### src/rtl/sdm_ctrl_pkg.sv
// Shared types and constants for the SDM run controller.
package sdm_ctrl_pkg;

   typedef enum logic [1:0] {
      IDLE  = 2'd0,
      RAMP  = 2'd1,
      RUN   = 2'd2,
      CLEAR = 2'd3
   } state_t;

   // Gain is Q1.8 unsigned; 256 is unity.
   localparam int unsigned GAIN_W   = 9;
   localparam int unsigned GAIN_ONE = 256;

   // Quantizer end codes that indicate the loop is pinned.
   localparam logic signed [3:0] SAT_POS = 4'sb0111;
   localparam logic signed [3:0] SAT_NEG = 4'sb1000;

   function automatic logic is_sat(input logic signed [3:0] code);
      return (code == SAT_POS) || (code == SAT_NEG);
   endfunction

endpackage

### src/rtl/sdm_run_ctrl_if.sv
// Sample/code path between interpolator, controller, modulator and DAC.
interface sdm_run_ctrl_if;

   logic signed [15:0] din_16;
   logic signed [15:0] sdm_din;
   logic               sdm_rst_n;
   logic signed [3:0]  sdm_dout;
   logic signed [3:0]  dac_dout;

   modport master (
      input  din_16,
      input  sdm_dout,
      output sdm_din,
      output sdm_rst_n,
      output dac_dout
   );

   modport slave (
      output din_16,
      output sdm_dout,
      input  sdm_din,
      input  sdm_rst_n,
      input  dac_dout
   );

endinterface

### src/rtl/sdm_soft_gain.sv
// Registered soft-start gain stage: sdm_din = floor(din_16 * gain / 256).
module sdm_soft_gain
   import sdm_ctrl_pkg::*;
(
   input  logic                     clk,
   input  logic                     rst_n,
   input  logic signed [15:0]       din_16,
   input  logic        [GAIN_W-1:0] gain,
   output logic signed [15:0]       sdm_din
);

   logic signed [24:0] prod;

   // Gain is zero-extended so the product stays signed; 25 bits covers -32768 * 256.
   assign prod = 25'(din_16) * 25'($signed({1'b0, gain}));

   // Arithmetic shift floors toward -inf; the result always fits 16 bits for gain <= 256.
   always_ff @(posedge clk or negedge rst_n) begin
      if (!rst_n) begin
         sdm_din <= '0;
      end else begin
         sdm_din <= 16'(prod >>> 8);
      end
   end

endmodule

### src/rtl/sdm_run_ctrl.sv
// Sequencing and overload-protection controller for the 3rd-order CRFB modulator.
module sdm_run_ctrl
   import sdm_ctrl_pkg::*;
#(
   parameter int unsigned RAMP_DIV  = 64,
   parameter int unsigned OVL_LIMIT = 32,
   parameter int unsigned CLR_CYC   = 16
) (
   input  logic                 clk,
   input  logic                 rst_n,
   input  logic                 en,
   sdm_run_ctrl_if.master       bus,
   output logic [1:0]           state,
   output logic                 running,
   output logic                 ovl_irq,
   output logic [7:0]           ovl_cnt
);

   localparam int unsigned DivW = $clog2(RAMP_DIV);
   localparam int unsigned SatW = $clog2(OVL_LIMIT);
   localparam int unsigned ClrW = (CLR_CYC > 1) ? $clog2(CLR_CYC) : 1;

   localparam logic [DivW-1:0]   DivLast  = DivW'(RAMP_DIV - 1);
   localparam logic [SatW-1:0]   SatLast  = SatW'(OVL_LIMIT - 1);
   localparam logic [ClrW-1:0]   ClrLast  = ClrW'(CLR_CYC - 1);
   localparam logic [GAIN_W-1:0] GainLast = GAIN_W'(GAIN_ONE - 1);

   state_t            state_q;
   logic [GAIN_W-1:0] gain_q;
   logic [DivW-1:0]   div_cnt_q;
   logic [SatW-1:0]   sat_cnt_q;
   logic [ClrW-1:0]   clr_cnt_q;

   logic sat_code;
   logic trip;

   assign sat_code = is_sat(bus.sdm_dout);
   // The code arriving now would be the OVL_LIMIT-th consecutive saturated one.
   assign trip     = sat_code && (sat_cnt_q == SatLast);
   assign state    = state_q;

   // Control FSM with its counters and all registered control/gating outputs.
   always_ff @(posedge clk or negedge rst_n) begin
      if (!rst_n) begin
         state_q       <= IDLE;
         gain_q        <= '0;
         div_cnt_q     <= '0;
         sat_cnt_q     <= '0;
         clr_cnt_q     <= '0;
         bus.sdm_rst_n <= 1'b0;
         bus.dac_dout  <= '0;
         running       <= 1'b0;
         ovl_irq       <= 1'b0;
         ovl_cnt       <= '0;
      end else begin
         ovl_irq <= 1'b0;
         if (!en) begin
            // Disable wins over everything, including a trip on the same edge.
            state_q       <= IDLE;
            gain_q        <= '0;
            div_cnt_q     <= '0;
            sat_cnt_q     <= '0;
            clr_cnt_q     <= '0;
            bus.sdm_rst_n <= 1'b0;
            bus.dac_dout  <= '0;
            running       <= 1'b0;
         end else begin
            unique case (state_q)
               IDLE: begin
                  state_q       <= RAMP;
                  bus.sdm_rst_n <= 1'b1;
                  bus.dac_dout  <= '0;
                  gain_q        <= '0;
                  div_cnt_q     <= '0;
                  sat_cnt_q     <= '0;
               end
               RAMP, RUN: begin
                  bus.dac_dout <= bus.sdm_dout;
                  if (trip) begin
                     state_q       <= CLEAR;
                     ovl_irq       <= 1'b1;
                     if (ovl_cnt != 8'hFF) ovl_cnt <= ovl_cnt + 8'd1;
                     sat_cnt_q     <= '0;
                     clr_cnt_q     <= '0;
                     div_cnt_q     <= '0;
                     gain_q        <= '0;
                     bus.sdm_rst_n <= 1'b0;
                     running       <= 1'b0;
                  end else begin
                     sat_cnt_q <= sat_code ? sat_cnt_q + 1'b1 : '0;
                     if (state_q == RAMP) begin
                        if (div_cnt_q == DivLast) begin
                           div_cnt_q <= '0;
                           gain_q    <= gain_q + 1'b1;
                           if (gain_q == GainLast) begin
                              state_q <= RUN;
                              running <= 1'b1;
                           end
                        end else begin
                           div_cnt_q <= div_cnt_q + 1'b1;
                        end
                     end
                  end
               end
               CLEAR: begin
                  bus.dac_dout <= '0;
                  sat_cnt_q    <= '0;
                  if (clr_cnt_q == ClrLast) begin
                     state_q       <= RAMP;
                     bus.sdm_rst_n <= 1'b1;
                     clr_cnt_q     <= '0;
                     div_cnt_q     <= '0;
                     gain_q        <= '0;
                  end else begin
                     clr_cnt_q <= clr_cnt_q + 1'b1;
                  end
               end
            endcase
         end
      end
   end

   sdm_soft_gain u_soft_gain (
      .clk     (clk),
      .rst_n   (rst_n),
      .din_16  (bus.din_16),
      .gain    (gain_q),
      .sdm_din (bus.sdm_din)
   );

endmodule

### src/flat_wrapper.sv
// flat-port wrapper written by rule: the top's interface ports become plain ports
module sdm_run_ctrl_flat import sdm_ctrl_pkg::*;
#(
   parameter int unsigned RAMP_DIV  = 64,
   parameter int unsigned OVL_LIMIT = 32,
   parameter int unsigned CLR_CYC   = 16
)
  (clk, rst_n, en, state, running, ovl_irq, ovl_cnt, bus_din_16, bus_sdm_dout, bus_sdm_din, bus_sdm_rst_n, bus_dac_dout);
  sdm_run_ctrl_if bus_i ();
  input  logic clk;
  input  logic rst_n;
  input  logic en;
  output logic [1:0] state;
  output logic running;
  output logic ovl_irq;
  output logic [7:0] ovl_cnt;
  input wire logic [$bits(bus_i.din_16)-1:0] bus_din_16;
  input wire logic [$bits(bus_i.sdm_dout)-1:0] bus_sdm_dout;
  output wire logic [$bits(bus_i.sdm_din)-1:0] bus_sdm_din;
  output wire logic [$bits(bus_i.sdm_rst_n)-1:0] bus_sdm_rst_n;
  output wire logic [$bits(bus_i.dac_dout)-1:0] bus_dac_dout;
  assign bus_i.din_16 = bus_din_16;
  assign bus_i.sdm_dout = bus_sdm_dout;
  assign bus_sdm_din = bus_i.sdm_din;
  assign bus_sdm_rst_n = bus_i.sdm_rst_n;
  assign bus_dac_dout = bus_i.dac_dout;
  sdm_run_ctrl #(.RAMP_DIV(RAMP_DIV), .OVL_LIMIT(OVL_LIMIT), .CLR_CYC(CLR_CYC)) u_core (.clk(clk), .rst_n(rst_n), .en(en), .bus(bus_i), .state(state), .running(running), .ovl_irq(ovl_irq), .ovl_cnt(ovl_cnt));
endmodule
### config.mk
export PLATFORM = sky130hd
export DESIGN_NAME = sdm_run_ctrl_flat
export DESIGN_NICKNAME = d
export VERILOG_FILES = /design/src/rtl/sdm_ctrl_pkg.sv /design/src/rtl/sdm_run_ctrl_if.sv /design/src/rtl/sdm_soft_gain.sv /design/src/rtl/sdm_run_ctrl.sv /design/src/flat_wrapper.sv
export SDC_FILE = /design/constraint.sdc
export NUM_CORES = 1
export LEC_CHECK = 0
export CORE_ASPECT_RATIO = 1.2
export CORE_UTILIZATION = 46
export CTS_BUF_LIST = sky130_fd_sc_hd__clkbuf_8
export CTS_CLUSTER_SIZE = 8
export DETAILED_ROUTE_END_ITERATION = 7
export MAX_ROUTING_LAYER = met4
export PLACE_DENSITY = 0.8
export SLEW_MARGIN = 40
export SYNTH_ARGS = -nofsm -noshare
export SYNTH_HDL_FRONTEND = slang
export SYNTH_SLANG_ARGS = --single-unit
### constraint.sdc
create_clock -name clk -period 5.22 [get_ports clk]
set_input_delay 0.783 -clock clk [delete_from_list [all_inputs] [get_ports clk]]
set_output_delay 0.783 -clock clk [all_outputs]
set_load 0.1 [all_outputs]
### Word-level counts from Yosys, hierarchy flattened

Index checks and enable logic that the tools add are counted.

| operators by class | value |
|---|---|
| bitwise operators | 0 |
| $lt $le $gt $ge | 0 |
| add/subtract/negate cells | 5 |
| eq/ne operators | 20 |
| $mul | 1 |
| div/mod/pow operators | 0 |
| muxes and demuxes | 42 |
| reduce and logical (&&, ||, !) cells | 12 |
| shifts and indexed selects | 0 |

Operators by type and width:

| operator | count |
|---|---|
| 9-bit two-way mux | 5 |
| 6-bit two-way mux | 5 |
| 9-bit case mux with 3 select lines | 1 |
| 16-bit by 10-bit multiplier with 24-bit output | 1 |
| 6-bit case mux with 3 select lines | 1 |
| 4-bit two-way mux | 4 |
| 4-bit case mux with 2 select lines | 2 |
| 5-bit two-way mux | 3 |
| 4-bit equality test, second input constant | 3 |
| 1-bit two-way mux | 12 |
| 2-bit two-way mux | 6 |
| 3-bit by 1-bit != test with 1-bit output, second input constant | 4 |
| 4-bit by 2-bit != test with 1-bit output, second input constant | 3 |
| 4-bit AND reduction | 3 |
| 5-bit case mux with 2 select lines | 1 |
| 9-bit by 1-bit adder with 9-bit output, second input constant | 1 |
| 9-bit by 8-bit equality test with 1-bit output, second input constant | 1 |
| 8-bit by 1-bit adder with 8-bit output, second input constant | 1 |
| 8-bit != test, second input constant | 1 |
| 6-bit by 1-bit adder with 6-bit output, second input constant | 1 |
| 6-bit equality test, second input constant | 1 |
| 3-bit by 2-bit != test with 1-bit output, second input constant | 2 |
| 2-bit case mux with 3 select lines | 1 |
| 2-bit AND reduction | 3 |
| other kinds (12) | 14 |

| storage, ports and cells | value |
|---|---|
| logic and storage cells | 91 |
| register bits after elaboration | 57 |
| output and inout bits | 33 |
| memories kept | 0 |
| bits in read-only memories | 0 |
| latch bits | 0 |
| RAM bits | 0 |
| input port bits | 23 |

### Longest topological paths before layout

Gate-level depths: netlist of the first run.

| logic depth | value |
|---|---|
| word-level depth | 7 |
| depth in mapped cells | 21 |
| mapped depth without buffers | 19 |

### By module

From an unflattened synthesis of the first run, not the netlist that was laid out.

| unflattened totals | value |
|---|---|
| cell total of the unflattened synthesis | 801 |
| area, all modules | 7586.0 um^2 |

By module, submodules not included:

| module | sequential area each (um^2) | area an instance (um^2) | times used | cells an instance |
|---|---|---|---|---|
| sdm_soft_gain | 400.4 | 5310.1 | 1 | 575 |
| sdm_run_ctrl | 1026.0 | 2275.9 | 1 | 226 |

### Worst setup path before layout of the first run

No wires, ideal clock.

| timing path | value |
|---|---|
| kind | input to register |
| from | input bus_din_16[6] |
| to | register u_core.u_soft_gain.sdm_din[6] |
| setup slack | -0.366 ns |
| cell stages on the path | 18 |
| library setup time | 0.132 ns |
| arrival time | 5.454 ns |
| path buffers | 2 |
| path through | clkbuf_1 > nand2_1 > fa_1 > inv_1 > fa_1 > fa_1 > fa_1 > inv_1 > fa_1 > inv_1 > ha_1 > a21o_1 > a21oi_2 > or3b_1 > buf_6 > a311oi_1 > o21ai_1 > xor2_1 |

| on the way | value |
|---|---|
| word-level cells in the longest chain between the ends | 1 |

Ends and longest elaborated chain:

| what | line | text |
|---|---|---|
| start, declared | flat_wrapper.sv:17 | `input wire logic [$bits(bus_i.din_16)-1:0] bus_din_16;` |
| 16-bit by 10-bit multiplier with 24-bit output | sdm_soft_gain.sv:15 | `assign prod = 25'(din_16) * 25'($signed({1'b0, gain}));` |
| named net u_core.u_soft_gain.prod[14] | sdm_soft_gain.sv:12 | `logic signed [24:0] prod;` |
| end signal, assigned | sdm_soft_gain.sv:22 | `sdm_din <= 16'(prod >>> 8);` |
| end, declared | sdm_soft_gain.sv:9 | `output logic signed [15:0] sdm_din` |

The timed path passes the listed nets, and every way through them passes these cells.
A chain may end at the register's enable or synchronous reset.

### Final worst setup path of the first run

| timing path | value |
|---|---|
| from | input bus_din_16[2] |
| to | register u_core.u_soft_gain.sdm_din[10] |

Same word-level chain as after synthesis.

==> impl_metrics.csv, run 1 <==
group,metric,value,unit
outcome,status,"finished, final reports clean",
power,peakVddDrop,0.000136,V
die,start_util,47.2,%
power,p_comb_share,33.5,%
logic_synthesis,syn_inst,806,
final_layout,diodes,0,
final_layout,fin_nets,1123,
power,pwr-share-clk,32.1,%
die,die_y,141,µm
logic_synthesis,synth_edf_count,0,
logic_synthesis,synth-compound-area-share,6.74,%
logic_synthesis,yosys.area_share.simple,18.6,%
clock_tree,postCtsHoldBufs,0,
power,power_density,156,mW/mm²
timing,setup_tns,0,ns
placed_design,io_buffer_count,55,
logic_synthesis,yosys_register_bits,57,
route,firstDrtPassIters,4,
route,ant_nets,0,
critical_path,critPathLaunch,"bus_din_16[2]",
die,coreArea,0.0156,mm²
clock_tree,cts_buffer_depth,2,
timing,fin_skew,0.0118,ns
logic_synthesis,synth_common_cells,"151 x inv_1, 114 x fa_1, 97 x nand2_1, 72 x and2_1, 59 x ha_1",
critical_path,r2r_start,"u_core.gain_q[1]",
global_routing,grt_pass1_wl,29300,µm
logic_synthesis,synth_warnings,0,
final_layout,multi_input_area,0.00543,mm²
clock_tree,htree_num_levels,3,
timing,fmax,196,MHz
logic_synthesis,yosys-top-cells-area,"fa_1 31%, dfrtp_1 19%, ha_1 10%, inv_1 7.7%, and2_1 6.1%",
flow_run,cap_violations,0,
global_routing,grt_pass1_vias,6279,
logic_synthesis,synth_area,0.00738,mm²
route,dr.first_iter.drc_count,277,
placed_design,gp_congestion,0.913,
critical_path,critPathRequiredTime,5.47,ns
final_layout,finalNonFillerCells,1140,
route,wl_per_cell,15.0,µm
power,p_int,0.000875,W
clock_tree,cts_root_buf,"clkbuf_8",
power,leakagePower,4.81,nW
timing,worstMarginPinSlew,0.730,ns
final_layout,seqCellArea,0.00143,mm²
final_layout,syn_to_final_growth,21.2,%
logic_synthesis,synth_flop_cell,"dfrtp_1",
final_layout,drive_gt1_share,21.9,%
critical_path,cp-start-kind,"input pin",
placed_design,hpwl,14000,µm
clock_tree,clk_pin_slew,0.07,ns
logic_synthesis,synthXorXnorAreaFrac,4.27,%
logic_synthesis,ys_seq_area_share,19.3,%
critical_path,arrival,5.35,ns
timing,rsz0062_at_grt,"true",
timing,slew_violations,0,
final_layout,nFillCells,1355,
critical_path,setup.worst_path.end_class,"flip-flop",
route,routed_via_density,5.09,
logic_synthesis,synth_most_common_cell,"inv_1",
route,drc,0,
placed_design,dpl.cell_count,1117,
global_routing,overflow,0,
global_routing,track_usage,22.7,%
logic_synthesis,synth_nets,1002,
die,dieWidth,118,µm
critical_path,crit_type,"input pin to flip-flop",
route,via_count,5808,
logic_synthesis,synth.top_cell.area_share,30.9,%
logic_synthesis,synth_top_family_by_area,"adder cells",
logic_synthesis,synth_fa_ha_area_share,40.9,%
die,dieArea,0.0166,mm²
logic_synthesis,synth_area_per_cell,9.16,µm²
global_routing,grt_max_degree,58,
clock_tree,clkLatencyLatePin,0.33,ns
hold_path,hold_class,"flip-flop to flip-flop",
clock_tree,numClockSinks,57,
clock_tree,cts_buffers,9,
power,pwr-share-seq,34.4,%
critical_path,crit_fanout,7,
die,ios,56,
timing,hold_viol,0,
logic_synthesis,synthDistinctLibCells,58,
logic_synthesis,yosys-mux-area-fraction,0.441,%
clock_tree,cts_tree,"done",
logic_synthesis,async_reset_ff_share,100,%
timing,finalSetupViolCount,0,
logic_synthesis,synth_area_leader_cell,"fa_1",
power,power_switching,0.000523,W
critical_path,reg2reg_slack,0.11,ns
timing,finalCritPeriodShare,97.8,%
power,swShare,37.4,%
die,rows,50,
route,drt_wl_total,17100,µm
timing,min_period,5.11,ns
hold_path,min-delay-start,"u_core.sat_cnt_q[0]",
timing,slew_headroom,51.2,%
global_routing,grt_antenna_before_repair,0,
path summary, 6_finish.rpt:
kind,to,depth (start not counted)
max,u_core.u_soft_gain.sdm_din[10],18
min,u_core.sat_cnt_q[0],1
max reg2reg,u_core.u_soft_gain.sdm_din[13],17
min reg2reg,u_core.sat_cnt_q[0],1
max in group asynchronous,u_core.gain_q[2],2
min in group asynchronous,u_core.ovl_cnt[4],2
worst max-delay path: stages:
cell and delay [ns]:
buf_4 0.13, and2_4 0.16, fa_2 0.39, fa_1 0.53
inv_1 0.05, fa_1 0.51, inv_2 0.04, fa_1 0.58
inv_2 0.05, fa_1 0.50, inv_1 0.04, ha_2 0.16
a21o_1 0.20, a21oi_2 0.15, or3b_4 0.46, a311oi_2 0.32
o31a_1 0.17, xnor2_1 0.11
power by group through the flow:
| stage | Sequential [W] | Clock [W] | Combinational, W |
|---|---|---|---|
| finish | 0.000480 | 0.000449 | 0.000468 |
| CTS | 0.000481 | 0.000461 | 0.000459 |
| floorplan | 0.000638 | 0 | 0.000164 |
| global placement | 0.000491 | 0 | 0.000466 |
| detailed placement | 0.000489 | 0 | 0.000456 |
| global route | 0.000484 | 0.000480 | 0.000504 |
placed cells by master (no fill, tap or decap), drive strengths merged, types with 4 or more instances in the layout:
master	count
a21o	5
a21oi	20
and2	72
and3	6
buf	130
clkbuf	19
clkdlybuf4s50	5
clkinv	4
dfrtp	57
fa	114
ha	59
inv	151
nand2	97
nand3	21
nand4	11
nor2	31
nor2b	6
nor3	9
o21ai	27
or3	7
xnor2	27
xor2	9
registers in the layout, indices dropped and copies added, names as in the netlist, 2 cells and up:
register,flops
u_core.bus.dac_dout,4
u_core.clr_cnt_q,4
u_core.div_cnt_q,6
u_core.gain_q,9
u_core.ovl_cnt,8
u_core.sat_cnt_q,5
u_core.state,2
u_core.u_soft_gain.sdm_din,16
area by class of cell:
type | count | share of cell area [%]
flip-flops and latches | 57 | 16.0
well taps | 208 | 2.91
multi-input cells | 561 | 60.7
inverters | 151 | 6.33
clock inverters | 7 | 1.06
clock buffers | 9 | 1.38
repair buffers | 147 | 11.7
stage by stage:
stage	hold WS [ns]	setup slack (ns)	total power, W	instance area (µm²)	utilization (%)
2_1_floorplan	0.433	0.00263	0.000802	7470	-
3_3_place_gp	0.446	-0.638	0.000957	8730	55.8
3_5_place_dp	0.456	-0.758	0.000945	8570	54.8
4_1_cts	0.465	0.00604	0.00140	8850	56.6
5_1_grt	0.500	-0.0398	0.00147	8950	57.2
6_report	0.461	0.114	0.00140	8950	57.2
timing repair:
item	4_1_cts	5_1_grt
gates resized for setup	34	59
setup endpoints to repair	13	13
buffers inserted	1	6
pin swaps	12	30
cell families after synthesis:
group | after synthesis
AOI/OAI and AO/OA | 78
and+or+nand+nor | 271
muxes | 3
DFF | 57
adders and majority gates | 173
buffers and inverters | 188
xor gates and xnor gates | 36
metal layers:
metal / vias up / share of wire, % / global-route usage (%)
met5: - / 0 / -
met4: 0 / 3.0 / 7.89
met3: 43 / 2.9 / 2.59
met2: 129 / 55 / 41.7
met1: 2899 / 39 / 25.4
li1: 2737 / - / -
No activity file was read; power rests on OpenSTA's default activity.
==> run 2, diff against run 1 <==
- CORE_UTILIZATION: 46 -> 56
- PLACE_DENSITY: 0.8 -> 0.92
==> impl_metrics.csv, run 2 (synthesis gave the netlist of run 1 again) <==
group,metric,value,unit
die,die_y,128,µm
route,routed_via_density,5.76,
die,start_util,57.8,%
critical_path,r2r_end,"u_core.u_soft_gain.sdm_din[15]",
timing,finalSetupViolCount,0,
final_layout,top_register,"u_core.u_soft_gain.sdm_din",
clock_tree,cts_tree,"done",
die,dieWidth,107,µm
critical_path,critPathRequiredTime,5.48,ns
timing,slew_headroom,49.9,%
outcome,status,"finished, final reports clean",
timing,fin_skew,0.00737,ns
route,drt_wl_total,19100,µm
critical_path,setup.worst_path.end_class,"flip-flop",
clock_tree,cts_buffer_depth,2,
route,dr.first_iter.drc_count,477,
final_layout,layout_commonest_cell,"inv_1",
placed_design,io_buffer_count,55,
global_routing,grt_pass1_vias,6859,
critical_path,crit_chain,"clkbuf_2 -> buf_4 -> nand2_1 -> fa_1 -> inv_1 -> fa_1 -> fa_2 -> fa_1 -> inv_1 -> fa_1 -> inv_1 -> ha_1 -> buf_4 -> nand4_1 -> nor2_1 -> nand3_1 -> a311oi_2 -> xor2_1",
clock_tree,clkLatencyLatePin,0.34,ns
hold_path,min-delay-start,"u_core.sat_cnt_q[0]",
die,coreArea,0.0128,mm²
critical_path,ff2ff_path_depth,16,
critical_path,critPathLaunch,"bus_din_16[12]",
clock_tree,cts_buffers,9,
global_routing,track_usage,30.3,%
placed_design,dpl.cell_count,1070,
power,peakVddDrop,0.000200,V
route,ant_nets,0,
placed_design,dp_slack,-0.804,ns
timing,slew_violations,0,
die,ios,56,
global_routing,grt_pass1_wl,31200,µm
clock_tree,numClockSinks,57,
timing,fmax,195,MHz
critical_path,reg2reg_slack,0.10,ns
placed_design,hpwl,14500,µm
die,rows,45,
flow_run,cap_violations,0,
hold_path,hold_class,"flip-flop to flip-flop",
power,power_density,161,mW/mm²
clock_tree,htree_num_levels,3,
power,leakagePower,4.78,nW
timing,fin_ws,0.0946,ns
critical_path,r2r_start,"u_core.gain_q[6]",
critical_path,critPathSlowestCell,"fa_1",
timing,hold_slack,0.477,ns
final_layout,finalNonFillerCells,1089,
global_routing,overflow,0,
final_layout,diodes,0,
timing,setup_tns,0,ns
global_routing,grt_antenna_before_repair,0,
critical_path,crit_path_max_incr_delay,0.56,ns
route,drc,0,
hold_path,holdPathStages,1,
placed_design,gp_congestion,0.897,
critical_path,crit_type,"input pin to flip-flop",
final_layout,layout_common_cells,"145 x inv_1, 109 x fa_1, 90 x nand2_1, 82 x buf_4, 68 x and2_1",
timing,finalCritPeriodShare,98.2,%
final_layout,drive_gt1_share,22.3,%
critical_path,arrival,5.39,ns
clock_tree,cts_root_buf,"clkbuf_8",
clock_tree,clk_pin_slew,0.06,ns
critical_path,crit_fanout,6,
route,wl_per_cell,17.5,µm
timing,min_period,5.13,ns
route,via_count,6270,
final_layout,fin_util,69.2,%
critical_path,cp-start-kind,"input pin",
timing,worstMarginPinSlew,0.752,ns
final_layout,fin_nets,1116,
final_layout,syn_to_final_growth,19.9,%
hold_path,hold_end,"u_core.sat_cnt_q[0]",
global_routing,grt_max_degree,58,
route,firstDrtPassIters,7,
final_layout,largest_reg_flops,16,
timing,hold_viol,0,
clock_tree,postCtsHoldBufs,0,
final_layout,top_regs,"u_core.u_soft_gain.sdm_din: 16 flops, u_core.gain_q: 9 flops, u_core.ovl_cnt: 8 flops",
critical_path,critPathMostFrequentCell,"fa_1",
die,dieArea,0.0137,mm²
==> run 2: cell count changes in the layout (fill, tap and decap cells not counted), moves of 3 or more <==
cell	previous run	this run
inv_1	148	145
ha_4	6	3
nand2_1	93	90
o21ai_2	0	3
buf_4	90	82
nand2_2	3	7
buf_12	1	4
inv_2	3	6
==> run 2: through the flow <==
| stage | total power (W) | area, µm² |
|---|---|---|
| global placement | 0.000953 | 8690 |
| finish | 0.00142 | 8850 |
| global route | 0.00148 | 8850 |
| floorplan | 0.000802 | 7470 |
| CTS | 0.00141 | 8770 |
| detailed placement | 0.000946 | 8530 |
==> run 2: critical path, delay by kind of cell <==
kind / cells / cell delay (ns)
adder cells (fa/ha/maj): 6 / 2.98
buffers and inverters: 6 / 0.69
AND/OR/NAND/NOR: 4 / 0.47
AO/OA/AOI/OAI: 1 / 0.29
XOR/XNOR: 1 / 0.17
==> run 2: cell type report <==
type | count | area (µm²)
Sequential cell | 57 | 1430
Timing Repair Buffer | 140 | 1020
Inverter | 151 | 567
Multi-Input combinational cell | 561 | 5390
Clock inverter | 5 | 77.6
Clock buffer | 11 | 151
Tap cell | 164 | 205
Fill cell | 873 | 3930
==> run 2: how the worst max path moves through the flow <==
stage	to	slack, ns	cells past startpoint
after floorplan	u_core.u_soft_gain.sdm_din[6]	0.003	20
after global placement	u_core.u_soft_gain.sdm_din[10]	-0.69	19
after detailed placement	u_core.u_soft_gain.sdm_din[6]	-0.80	19
after CTS	u_core.u_soft_gain.sdm_din[6]	-0.003	19
after global routing	u_core.u_soft_gain.sdm_din[9]	-0.09	16
final	u_core.u_soft_gain.sdm_din[13]	0.09	18
==> run 2: what timing repair did <==
item	4_1_cts	5_1_grt
gates resized for setup	33	74
setup buffers	0	3
setup endpoints to repair	13	12
pin swaps	6	32
==> run 2: power breakdown <==
group / switching, W / internal (W)
registers: 0.0000220 / 0.000466
logic: 0.000325 / 0.000136
clock network: 0.000181 / 0.000293
total: 0.000527 / 0.000894
==> run 2: routing by layer <==
layer,vias to the layer above,GRT usage [%],part of all wire [%],routed length [µm]
met3,111,5.64,5.5,1050
li1,2725,-,-,-
met4,0,16.0,5.7,1080
met1,3161,30.2,33,6230
met2,273,55.6,56,10700
met5,-,-,0,0
